==> src/rtl/prio_q_drain.sv <==
// Drain stage of the event priority queue: pops the queue head into a 2-entry FIFO and
// streams it out on m_valid/m_ready. The lookahead window is built when PRIO_Q_DRAIN_WINDOW_EN is defined.
module prio_q_drain #(
  parameter int WIDTH   = 32,
  parameter int CMP_WID = 32,
  parameter int DEQ_GAP = 1,
  parameter int WINDOW  = 64,
  parameter int CNT_W   = 16
) (
  input  logic               clk,
  input  logic               rst,
  input  logic [WIDTH-1:0]   q_out_data,
  input  logic               q_empty,
  output logic               q_deq,
  input  logic               hold,
  input  logic [CMP_WID-1:0] gvt,
  output logic               m_valid,
  input  logic               m_ready,
  output logic [WIDTH-1:0]   m_data,
  output logic [1:0]         buf_cnt,
  output logic [CNT_W-1:0]   pop_cnt,
  output logic               win_stall
);

  localparam int GAP_W = 4;

  logic [WIDTH-1:0] slot0;
  logic [WIDTH-1:0] slot1;
  logic [1:0]       cnt;
  logic [GAP_W-1:0] gap_cnt;
  logic [CNT_W-1:0] pops;
  logic             gap_ok;
  logic             win_ok;
  logic             xfer;

  assign gap_ok = (gap_cnt == '0);
  assign xfer   = m_valid & m_ready;

  // The pop decision never looks at m_ready, so a full buffer blocks a pop
  // even in a cycle where the consumer drains it. Reset suppresses pops.
  assign q_deq = !rst & !q_empty & !hold & (cnt != 2'd2) & gap_ok & win_ok;

`ifdef PRIO_Q_DRAIN_WINDOW_EN
  logic [CMP_WID:0] win_lim;
  logic [CMP_WID:0] head_ts;

  // One extra bit keeps gvt + WINDOW from wrapping near the top of the time range.
  assign win_lim = {1'b0, gvt} + (CMP_WID+1)'(WINDOW);
  assign head_ts = {1'b0, q_out_data[CMP_WID-1:0]};
  assign win_ok  = (head_ts < win_lim);

  always_ff @(posedge clk or posedge rst) begin
    if (rst) win_stall <= 1'b0;
    else     win_stall <= !q_empty & !win_ok;
  end
`else
  logic unused_gvt;

  assign unused_gvt = ^gvt;
  assign win_ok     = 1'b1;
  assign win_stall  = 1'b0;
`endif

  // NOTE: sequential state uses non-blocking assignments so every register
  // samples the pre-edge values of its neighbours, independent of statement order.
  always_ff @(posedge clk or posedge rst) begin
    if (rst) begin
      gap_cnt <= '0;
    end else if (q_deq) begin
      gap_cnt <= GAP_W'(DEQ_GAP - 1);
    end else if (!gap_ok) begin
      gap_cnt <= gap_cnt - 1'b1;
    end
  end

  // NOTE: the two data slots are reset as well because slot0 drives m_data
  // directly and must read 0 out of reset; a larger buffer would be a RAM left unreset.
  always_ff @(posedge clk or posedge rst) begin
    if (rst) begin
      slot0 <= '0;
      slot1 <= '0;
      cnt   <= 2'd0;
    end else begin
      case ({q_deq, xfer})
        2'b10: begin
          if (cnt == 2'd0) slot0 <= q_out_data;
          else             slot1 <= q_out_data;
          cnt <= cnt + 2'd1;
        end
        2'b01: begin
          slot0 <= slot1;
          cnt   <= cnt - 2'd1;
        end
        // Pop and transfer together only occur with one entry held (full blocks pops).
        2'b11: slot0 <= q_out_data;
        default: ;
      endcase
    end
  end

  always_ff @(posedge clk or posedge rst) begin
    if (rst)       pops <= '0;
    else if (xfer) pops <= pops + 1'b1;
  end

  assign m_valid = (cnt != 2'd0);
  assign m_data  = slot0;
  assign buf_cnt = cnt;
  assign pop_cnt = pops;

endmodule
==> config.mk <==
export PLATFORM = sky130hd
export DESIGN_NAME = prio_q_drain
export DESIGN_NICKNAME = d
export VERILOG_FILES = /design/src/rtl/prio_q_drain.sv
export SDC_FILE = /design/constraint.sdc
export NUM_CORES = 1
export LEC_CHECK = 0
export CELL_PAD_IN_SITES_DETAIL_PLACEMENT = 1
export CELL_PAD_IN_SITES_GLOBAL_PLACEMENT = 1
export CORE_ASPECT_RATIO = 0.5
export CORE_MARGIN = 2
export CORE_UTILIZATION = 38
export CTS_CLUSTER_SIZE = 30
export DETAILED_ROUTE_END_ITERATION = 7
export GPL_TIMING_DRIVEN = 0
export PLACE_DENSITY = 0.95
export SYNTH_ARGS = -nofsm -noshare
export SYNTH_HDL_FRONTEND = slang
export SYNTH_SLANG_ARGS = --single-unit
==> constraint.sdc <==
create_clock -name clk -period 6.3 [get_ports clk]
set_input_delay 1.575 -clock clk [delete_from_list [all_inputs] [get_ports clk]]
set_output_delay 1.575 -clock clk [all_outputs]
set_load 0.005 [all_outputs]
# After elaboration in Yosys (flattened, before gate mapping)
# Index checks and enable logic that the tools add are counted.
[totals]
reg_bits = 86
in_bits = 69
out_inout_bits = 53
elab_cells = 36
[classes]
addsub = 4
n_eq_ne = 6
muxes = 5
n_bitwise = 6
n_reduce_logical = 10
[op_table]
columns = ["op", "n"]
rows = [
  ["$pmux W32 S3", 1],
  ["$mux W32", 1],
  ["$add A16 B1 Y16 const B", 1],
  ["$mux W4", 2],
  ["$ne A2 B2 Y1 const B", 3],
  ["$and A1 B1 Y1", 5],
  ["$eq A2 B2 Y1 const B", 2],
  ["$logic_not A4 Y1", 1],
  ["$pmux W2 S2", 1],
  ["$reduce_and A2 Y1", 2],
  ["$reduce_bool A2 Y1", 2],
  ["$sub A4 B1 Y4 const B", 1],
  ["$logic_not A1 Y1", 3],
  ["$reduce_bool A3 Y1", 1],
  ["$add A2 B1 Y2 const B", 1],
  ["$eq A2 B1 Y1 const B", 1],
  ["$logic_not A2 Y1", 1],
  ["$sub A2 B1 Y2 const B", 1],
  ["$not A1 Y1", 1],
]

# Logic depth before layout (Yosys ltp)
# Gate-level depths: netlist of run 1.
[depth]
ltp_word = 8
ltp_mapped = 10

# Least setup slack after synthesis of run 1
# OpenSTA, ideal clock, no wires.
[synth_timing]
path_kind = "input -> output"
start = "input rst"
end = "output q_deq"
t_arrival_ps = 2488
required_ps = 4725
path_slack_ps = 2237
path_stages = 4
cell_sequence = "nor3_1 -> o21ai_0 -> or2_2 -> inv_1"
[synth_between]
elab_chain_cells = 5
[synth_rtl]
columns = ["element", "line_no", "text"]
rows = [
  ["from (decl)", "11", "input logic rst,"],
  ["$logic_not A1 Y1 (no source line)", "--", ""],
  ["$and A1 B1 Y1 (4 in a row)", "41", "assign q_deq = !rst & !q_empty & !hold & (cnt != 2'd2) & gap_ok & win_ok;"],
  ["to (decl)", "14", "output logic q_deq,"],
]
# Every way passes these cells.

# Worst setup path after layout of run 1
# Ends and elaborated chain as after synthesis.

==> flow_summary.toml, run 1 <==
[outcome]
outcome = "finished, final reports clean"

[final_layout]
final_cell_count_no_fill = 544
design.final.nets = 477
n_antenna_cell = 0
synthToLayoutAreaGrowth_pct = 36.6
final_layout_size_suffix_gt1_frac = 0.166

[hold_path]
hold-path-endpoint = "m_data[1]"
holdCritStartpoint = "m_data[1]"
min-delay-path-class = "reg -> reg"
min_delay_path_depth = 2

[synthesis]
number_of_instances_in_the_synthesized_netlist = 304
yosysWarningCount = 0
synth_async_sr_flop_share = 1.00
synthDominantAreaCellType = "sky130_fd_sc_hd__dfrtp_1"
yosys.cell_count.top_type = "sky130_fd_sc_hd__dfrtp_1"
synth.cells.most_frequent = "sky130_fd_sc_hd__dfrtp_1, sky130_fd_sc_hd__nand2_1, sky130_fd_sc_hd__mux2_2"
netlist-cell-type-count = 33
synthesis.nets = 377
synth_area_leaders = "sky130_fd_sc_hd__dfrtp_1, sky130_fd_sc_hd__mux2_2, sky130_fd_sc_hd__mux2i_1"
ys_dominant_reg_cell = "sky130_fd_sc_hd__dfrtp_1"
synth-edff-count = 0
synth.ff_latch_count = 86
synth_top_area_frac = 0.579
synth_sequential_area_ratio = 0.579
synth_area_per_cell_um2 = 12.2
synthesis.area_mm2 = 0.00372

[die]
design.die.area_mm2 = 0.0106
num_rows = 25
top_level_ports = 122
chipHeight_um = 73.9
die_w_um = 144
core_area_mm2 = 0.00948
starting_density_of_the_core = 0.392

[setup_path]
crit_arrival_ns = 4.10
cell_occurring_most_often_along_the_worst_timing_path = "sky130_fd_sc_hd__clkdlybuf4s50_1"
path_class = "in -> out"
cpLargestDelayFamily = "buffers and inverters"
cp_cell_sequence = "clkdlybuf4s50_1 > nor3_1 > o21ai_0 > or2_2 > inv_1 > clkdlybuf4s50_1"
r2r_end = "m_data[30]"
r2r-start = "gap_cnt[0]"
critical_path_required_ns = 4.72
critPathSlowestCell = "sky130_fd_sc_hd__nor3_1"
worst_setup_start_kind = "input pin"
end_kind = "output pin"
worst_r2r_path_depth = 10
regToRegSetupSlack_ns = 3.31
critPathMaxStageDelay_ns = 0.59
critical_path_peak_fanout = 3
cp_num_buf_inv = 3

[placement]
place.detailed.hpwl_um = 7010
gpl.final_weighted_congestion = 0.750
port-buffer-count = 88
numPlacedInstances = 528

[drt]
drt-pass1-iter-count = 4
wl_met2_um = 5970
post_drt_wl_per_cell_um = 20.6
post-route-drc-count = 0
routed-via-count = 2754
final_routed_wirelength_across_all_metal_layers_um = 11200
route.antenna.remaining_nets = 0
m1WireLength_um = 4560
met3_wirelength_from_detailed_routing_um = 338
highest_layer = "met4"
drt-initial-drc-count = 122
avg_vias_per_cell = 5.06

[clock_tree]
ctsHtreeMaxLevel = 3
cts.repair.resized = 0
postCtsSetupBuffers = 0
clock_sink_count = 86
clock_latency_ns = 0.34
cts.root.buffer_cell = "sky130_fd_sc_hd__clkbuf_16"
cts-buffers-inserted = 9
tritoncts = "built"
clock_tree.buffer_depth = 2
clk_pin_slew_ns = 0.06
cts_hold_buf = 0

[global_routing]
grt_first_pass_wirelength_um = 17600
grt_start_max_net_pins = 70
grt-ovfl-total = 0
grt_pass1_vias = 3119
initial_antenna_violation_count = 0
track_usage = 0.225

[power_and_ir_drop]
leakagePower_nw = 2.23
p_per_area_mw_per_mm2 = 444
power.ir.vdd_worst_mv = 0.165

[sta]
period_share = 0.901
post-route-min-period_ns = 5.68
maxClockFrequency_mhz = 176
report.final.setup_viol = 0
tns_ns = 0
rsz_0062_raised_after_global_routing = "no"
skew_ns = 0.00427
timing.final.max_slew_violations = 0
finalHoldViolations = 0
maxSlewHeadroom = 0.453
max_slew.worst_pin.slew_ns = 0.821

[run]
max-cap-violations = 0
[report_power, final]
group          switching, mW  internal (mW)
logic                  0.351          0.452
registers              0.168          0.777
clock network          0.206          0.300
[metrics by stage]
stage	util	hold WS, ns	setup WS, ns	instance area [um^2]	power [mW]
2_1_floorplan	-	0.461	2.24	3720	1.29
3_3_place_gp	0.503	0.462	1.05	4770	1.64
3_5_place_dp	0.506	0.467	0.908	4800	1.72
4_1_cts	0.536	0.489	0.665	5080	2.27
5_1_grt	0.536	0.508	0.562	5080	2.38
6_report	0.536	0.482	0.624	5080	2.26
[kinds of logic (layout without fill, tap and decap cells)]
logic type      after synthesis  count (layout)  synth area share
compound gates               39              39            0.0576
xor+xnor                     18              18            0.0424
fa+ha+maj                     4               4            0.0135
buf+inv                      25             130            0.0333
flops                        86              86             0.579
mux                          65              65             0.186
other cells                   1               1           0.00101
simple gates                 66              66            0.0869
[sequential cells by signal, summed over array words and instances (netlist names)]
name / flops
slot1: 32
gap_cnt: 4
pop_cnt: 16
buf_cnt: 2
m_data: 32
[layout make-up]
cell class	instances	area (um^2)
buffer	15	83.8
clock buffer	16	282
fill	993	4400
inverter	10	42.5
multi-input combinational	193	1440
sequential	86	2150
tap	135	169
timing repair buffer	89	908
[how the worst max path moves through the flow]
stage          startpoint  slack (ns)  cells after the start         end
2_1_floorplan         rst        2.24                      4       q_deq
3_3_place_gp          rst        1.05                      2  m_data[15]
3_5_place_dp          rst        0.91                      6       q_deq
4_1_cts               rst        0.66                      6       q_deq
5_1_grt               rst        0.56                      6       q_deq
6_report              rst        0.62                      6       q_deq
[layer usage]
layer  track usage  vias up
met3        0.0495       24
li1              -     1243
met5             0        -
met2         0.413       53
met1         0.261     1434
met4        0.0948        0
[tightest hold or removal path, cell delays in order (launching register included)]
cell,delay (ns)
sky130_fd_sc_hd__dfrtp_1,0.34
sky130_fd_sc_hd__nand2_1,0.05
sky130_fd_sc_hd__o21ai_0,0.06
[cell usage in the layout (no fill, tap or decap), types with 5 or more instances in the layout]
cell and n:
sky130_fd_sc_hd__clkdlybuf4s50_1 88, sky130_fd_sc_hd__dfrtp_1 86, sky130_fd_sc_hd__nand2_1 38, sky130_fd_sc_hd__clkbuf_16 9, sky130_fd_sc_hd__mux2_2 33, sky130_fd_sc_hd__nand3_1 6
sky130_fd_sc_hd__mux2i_1 32, sky130_fd_sc_hd__o21ai_1 9, sky130_fd_sc_hd__buf_2 7, sky130_fd_sc_hd__buf_4 5, sky130_fd_sc_hd__inv_1 7, sky130_fd_sc_hd__o21ai_0 26
sky130_fd_sc_hd__xnor2_1 14
Note: power is estimated with default switching activity, not from simulation.
==> run 2: changes to the inputs <==
--- a/config.mk
+++ b/config.mk
@@ -12,8 +12,10 @@
 export CORE_UTILIZATION = 38
 export CTS_CLUSTER_SIZE = 30
 export DETAILED_ROUTE_END_ITERATION = 7
+export GPL_ROUTABILITY_DRIVEN = 0
 export GPL_TIMING_DRIVEN = 0
 export PLACE_DENSITY = 0.95
+export SLEW_MARGIN = 15
 export SYNTH_ARGS = -nofsm -noshare
 export SYNTH_HDL_FRONTEND = slang
 export SYNTH_SLANG_ARGS = --single-unit
==> flow_summary.toml, run 2 (same netlist as run 1, synthesis figures left out) <==
[final_layout]
most_frequent_cells_in_the_layout = "sky130_fd_sc_hd__clkdlybuf4s50_1, sky130_fd_sc_hd__dfrtp_1, sky130_fd_sc_hd__nand2_1, sky130_fd_sc_hd__mux2_2, sky130_fd_sc_hd__mux2i_1"
design.final.nets = 477
fillers = 985
multi_input_area_mm2 = 0.00144
most_common_library_cell_in_the_layout_ignoring_fill_and_taps = "sky130_fd_sc_hd__clkdlybuf4s50_1"
finalCoreUtilization = 0.536
ff_latch_area_mm2 = 0.00215
synthToLayoutAreaGrowth_pct = 36.6
finish.instance_area_mm2 = 0.00508
n_antenna_cell = 0
final_layout_size_suffix_gt1_frac = 0.166

[setup_path]
critical_path_peak_fanout = 3
end_kind = "output pin"
regToRegSetupSlack_ns = 3.31
worst_r2r_path_depth = 10
r2r-start = "gap_cnt[0]"
setup.worst_path.end = "q_deq"
critical_path_required_ns = 4.72
crit_arrival_ns = 3.76
worst_setup_start_kind = "input pin"
cp-startpoint = "rst"
path_class = "in -> out"
r2r_end = "m_data[0]"

[drt]
routed-via-count = 2738
drt-initial-drc-count = 158
route.antenna.remaining_nets = 0
drt-pass1-iter-count = 4
final_routed_wirelength_across_all_metal_layers_um = 10800
post-route-drc-count = 0
avg_vias_per_cell = 5.03
post_drt_wl_per_cell_um = 19.8

[global_routing]
grt_start_max_net_pins = 45
grt_pass1_vias = 3077
grt-ovfl-total = 0
grt_first_pass_wirelength_um = 17100
track_usage = 0.217
initial_antenna_violation_count = 0

[sta]
tns_ns = 0
maxSlewHeadroom = 0.444
skew_ns = 0.00692
finalHoldViolations = 0
period_share = 0.847
rsz_0062_raised_after_global_routing = "no"
report.final.setup_viol = 0
max_slew.worst_pin.slew_ns = 0.834
maxClockFrequency_mhz = 187
timing.final.max_slew_violations = 0
post-route-min-period_ns = 5.33

[clock_tree]
cts.root.buffer_cell = "sky130_fd_sc_hd__clkbuf_16"
tritoncts = "built"
ctsHtreeMaxLevel = 3
clock_sink_count = 86
cts_hold_buf = 0
clock_latency_ns = 0.34
cts-buffers-inserted = 9
clock_tree.buffer_depth = 2
clk_pin_slew_ns = 0.06
cts.repair.resized = 0
postCtsSetupBuffers = 0

[placement]
placement.cell_area_mm2 = 0.00480
port-buffer-count = 88
place.detailed.hpwl_um = 6980

[die]
chipHeight_um = 73.9
num_rows = 25
die_w_um = 144
top_level_ports = 122
design.die.area_mm2 = 0.0106
starting_density_of_the_core = 0.392
core_area_mm2 = 0.00948

[power_and_ir_drop]
leakagePower_nw = 2.23
total_power_consumption_mw = 2.25
p_per_area_mw_per_mm2 = 443
power.ir.vdd_worst_mv = 0.146

[run]
max-cap-violations = 0

[hold_path]
min-delay-path-class = "reg -> reg"

[outcome]
outcome = "finished, final reports clean"
run 2: worst min-delay path by stage:
stage	from	end	slack, ns	cells past startpoint
2_1_floorplan	gap_cnt[0]	gap_cnt[0]	0.46	1
3_3_place_gp	m_data[0]	m_data[0]	0.46	2
3_5_place_dp	pop_cnt[15]	pop_cnt[15]	0.47	1
4_1_cts	pop_cnt[15]	pop_cnt[15]	0.48	1
5_1_grt	m_data[4]	m_data[4]	0.52	2
6_report	pop_cnt[15]	pop_cnt[15]	0.48	1
run 2: power breakdown:
group | total, mW | internal [mW] | switching (mW)
registers | 0.944 | 0.777 | 0.167
clock network | 0.514 | 0.301 | 0.213
logic | 0.793 | 0.452 | 0.340
total | 2.25 | 1.53 | 0.720
run 2: worst max-delay path, stage by stage:
cell and delay (ns):
sky130_fd_sc_hd__clkdlybuf4s50_1 0.47, sky130_fd_sc_hd__nor3_1 0.41, sky130_fd_sc_hd__o21ai_0 0.28, sky130_fd_sc_hd__or2_2 0.36, sky130_fd_sc_hd__inv_1 0.11, sky130_fd_sc_hd__clkdlybuf4s50_1 0.56
run 2: routing by layer:
layer	global-route usage	routed length, um	vias up
li1	-	-	1239
met1	0.252	4380	1421
met2	0.400	5820	55
met3	0.0443	292	23
met4	0.0904	295	0
met5	0	0	-
run 2: area by class of cell:
class	count	share of cell area
clock buffers	16	0.0554
flip-flops and latches	86	0.424
inverters	10	0.00838
multi-input cells	193	0.284
repair buffers	89	0.179
plain buffers	15	0.0165
well taps	135	0.0333
run 2: through the flow:
stage	hold slack (ns)	std cells	setup WS, ns
after floorplan	0.461	304	2.24
after global placement	0.462	527	1.05
after detailed placement	0.467	528	0.912
after CTS	0.479	544	0.977
after global routing	0.516	544	0.858
final	0.476	544	0.965
==> run 3: changes to the inputs <==
--- a/config.mk
+++ b/config.mk
@@ -9,12 +9,12 @@
 export CELL_PAD_IN_SITES_GLOBAL_PLACEMENT = 1
 export CORE_ASPECT_RATIO = 0.5
 export CORE_MARGIN = 2
-export CORE_UTILIZATION = 38
+export CORE_UTILIZATION = 32
 export CTS_CLUSTER_SIZE = 30
 export DETAILED_ROUTE_END_ITERATION = 7
 export GPL_ROUTABILITY_DRIVEN = 0
 export GPL_TIMING_DRIVEN = 0
-export PLACE_DENSITY = 0.95
+export PLACE_DENSITY = 0.87
 export SLEW_MARGIN = 15
 export SYNTH_ARGS = -nofsm -noshare
 export SYNTH_HDL_FRONTEND = slang
==> constraint.sdc (replaced) <==
create_clock -name clk -period 4.9 [get_ports clk]
set_input_delay 1.225 -clock clk [delete_from_list [all_inputs] [get_ports clk]]
set_output_delay 1.225 -clock clk [all_outputs]
set_load 0.005 [all_outputs]
==> flow_summary.toml, run 3 (same netlist as run 1, synthesis figures left out) <==
[setup_path]
worst_r2r_path_depth = 10
worst_setup_start_kind = "input pin"
critical_path_peak_fanout = 3
path_class = "in -> out"
regToRegSetupSlack_ns = 2.12
r2r_end = "m_data[18]"
cp-startpoint = "rst"
r2r-start = "gap_cnt[0]"
critical_path_required_ns = 3.67
end_kind = "output pin"
crit_arrival_ns = 3.37
setup.worst_path.end = "q_deq"

[placement]
port-buffer-count = 88
place.detailed.hpwl_um = 6480
numPlacedInstances = 538
pre_cts_ws_ns = 0.238

[drt]
final_routed_wirelength_across_all_metal_layers_um = 9030
route.antenna.remaining_nets = 0
post-route-drc-count = 0
post_drt_wl_per_cell_um = 16.4
drt-pass1-iter-count = 4
avg_vias_per_cell = 4.79
drt-initial-drc-count = 86
routed-via-count = 2643

[die]
chipHeight_um = 80.2
num_rows = 27
die_w_um = 156
design.die.area_mm2 = 0.0125
starting_density_of_the_core = 0.333
top_level_ports = 122
core_area_mm2 = 0.0111

[global_routing]
track_usage = 0.156
grt_start_max_net_pins = 49
grt_pass1_vias = 2945
initial_antenna_violation_count = 0
grt-ovfl-total = 0
grt_first_pass_wirelength_um = 15000

[power_and_ir_drop]
leakagePower_nw = 2.22
p_per_area_mw_per_mm2 = 547
total_power_consumption_mw = 2.77
power.ir.vdd_worst_mv = 0.199

[sta]
hold_ws_ns = 0.483
skew_ns = 0.00641
report.final.setup_viol = 0
maxClockFrequency_mhz = 217
maxSlewHeadroom = 0.469
max_slew.worst_pin.slew_ns = 0.797
period_share = 0.939
rsz_0062_raised_after_global_routing = "no"
timing.final.max_slew_violations = 0
finalHoldViolations = 0
worst_slack_ns = 0.301
post-route-min-period_ns = 4.60

[run]
max-cap-violations = 0

[clock_tree]
clock_tree.buffer_depth = 2
cts.root.buffer_cell = "sky130_fd_sc_hd__clkbuf_16"
cts_hold_buf = 0
tritoncts = "built"
ctsHtreeMaxLevel = 3
cts-buffers-inserted = 9
clk_pin_slew_ns = 0.06
postCtsSetupBuffers = 0
clock_sink_count = 86
cts.repair.resized = 0
clock_latency_ns = 0.34

[final_layout]
final_cell_count_no_fill = 552
most_frequent_cells_in_the_layout = "sky130_fd_sc_hd__clkdlybuf4s50_1, sky130_fd_sc_hd__dfrtp_1, sky130_fd_sc_hd__nand2_1, sky130_fd_sc_hd__mux2_2, sky130_fd_sc_hd__mux2i_1"
synthToLayoutAreaGrowth_pct = 36.3
n_antenna_cell = 0
final_layout_size_suffix_gt1_frac = 0.167
most_common_library_cell_in_the_layout_ignoring_fill_and_taps = "sky130_fd_sc_hd__clkdlybuf4s50_1"
design.final.nets = 477

[hold_path]
min-delay-path-class = "reg -> reg"

[outcome]
outcome = "finished, final reports clean"
-- run 3: changes by cell type in the layout (fill, tap and decap cells not counted), sizes merged --
cell	change
clkbuf	-4
clkinv	+2
-- run 3: worst max-delay path: stages --
cell and delay, ns:
sky130_fd_sc_hd__clkdlybuf4s50_1 0.46, sky130_fd_sc_hd__nor3_1 0.45, sky130_fd_sc_hd__o21ai_0 0.26, sky130_fd_sc_hd__or2_2 0.35, sky130_fd_sc_hd__inv_1 0.09, sky130_fd_sc_hd__clkdlybuf4s50_1 0.54
-- run 3: cell type report --
class	count	area, um^2
fillers	1206	6080
flip-flops and latches	86	2150
multi-input cells	193	1440
repair buffers	89	908
clock buffers	12	246
well taps	145	181
plain buffers	15	83.8
inverters	10	42.5
clock inverters	2	10.0
-- run 3: report_power, final --
group          leakage [nW]  internal, mW  switching (mW)
clock network         0.128         0.350           0.255
registers              1.08         0.999           0.189
logic                  1.02         0.580           0.395
-- run 3: layer usage --
| layer | track usage | routed length, um | vias to the layer above |
|---|---|---|---|
| li1 | - | - | 1240 |
| met1 | 0.179 | 3790 | 1349 |
| met2 | 0.281 | 4770 | 39 |
| met3 | 0.0389 | 256 | 15 |
| met4 | 0.0642 | 216 | 0 |
| met5 | 0 | 0 | - |
-- run 3: worst min-delay path by stage --
stage	start	end	slack (ns)	cells after the start
2_1_floorplan	gap_cnt[0]	gap_cnt[0]	0.46	1
3_3_place_gp	pop_cnt[15]	pop_cnt[15]	0.46	1
3_5_place_dp	m_data[1]	m_data[1]	0.47	2
4_1_cts	m_data[27]	m_data[27]	0.49	2
5_1_grt	pop_cnt[13]	pop_cnt[13]	0.52	1
6_report	m_data[1]	m_data[1]	0.48	2
-- run 3: stage by stage --
step / setup TNS, ns / util / area (um^2)
2_1_floorplan: 0 / - / 3720
3_3_place_gp: -2.36 / 0.429 / 4780
3_5_place_dp: 0 / 0.431 / 4810
4_1_cts: 0 / 0.454 / 5060
5_1_grt: 0 / 0.454 / 5060
6_report: 0 / 0.454 / 5060
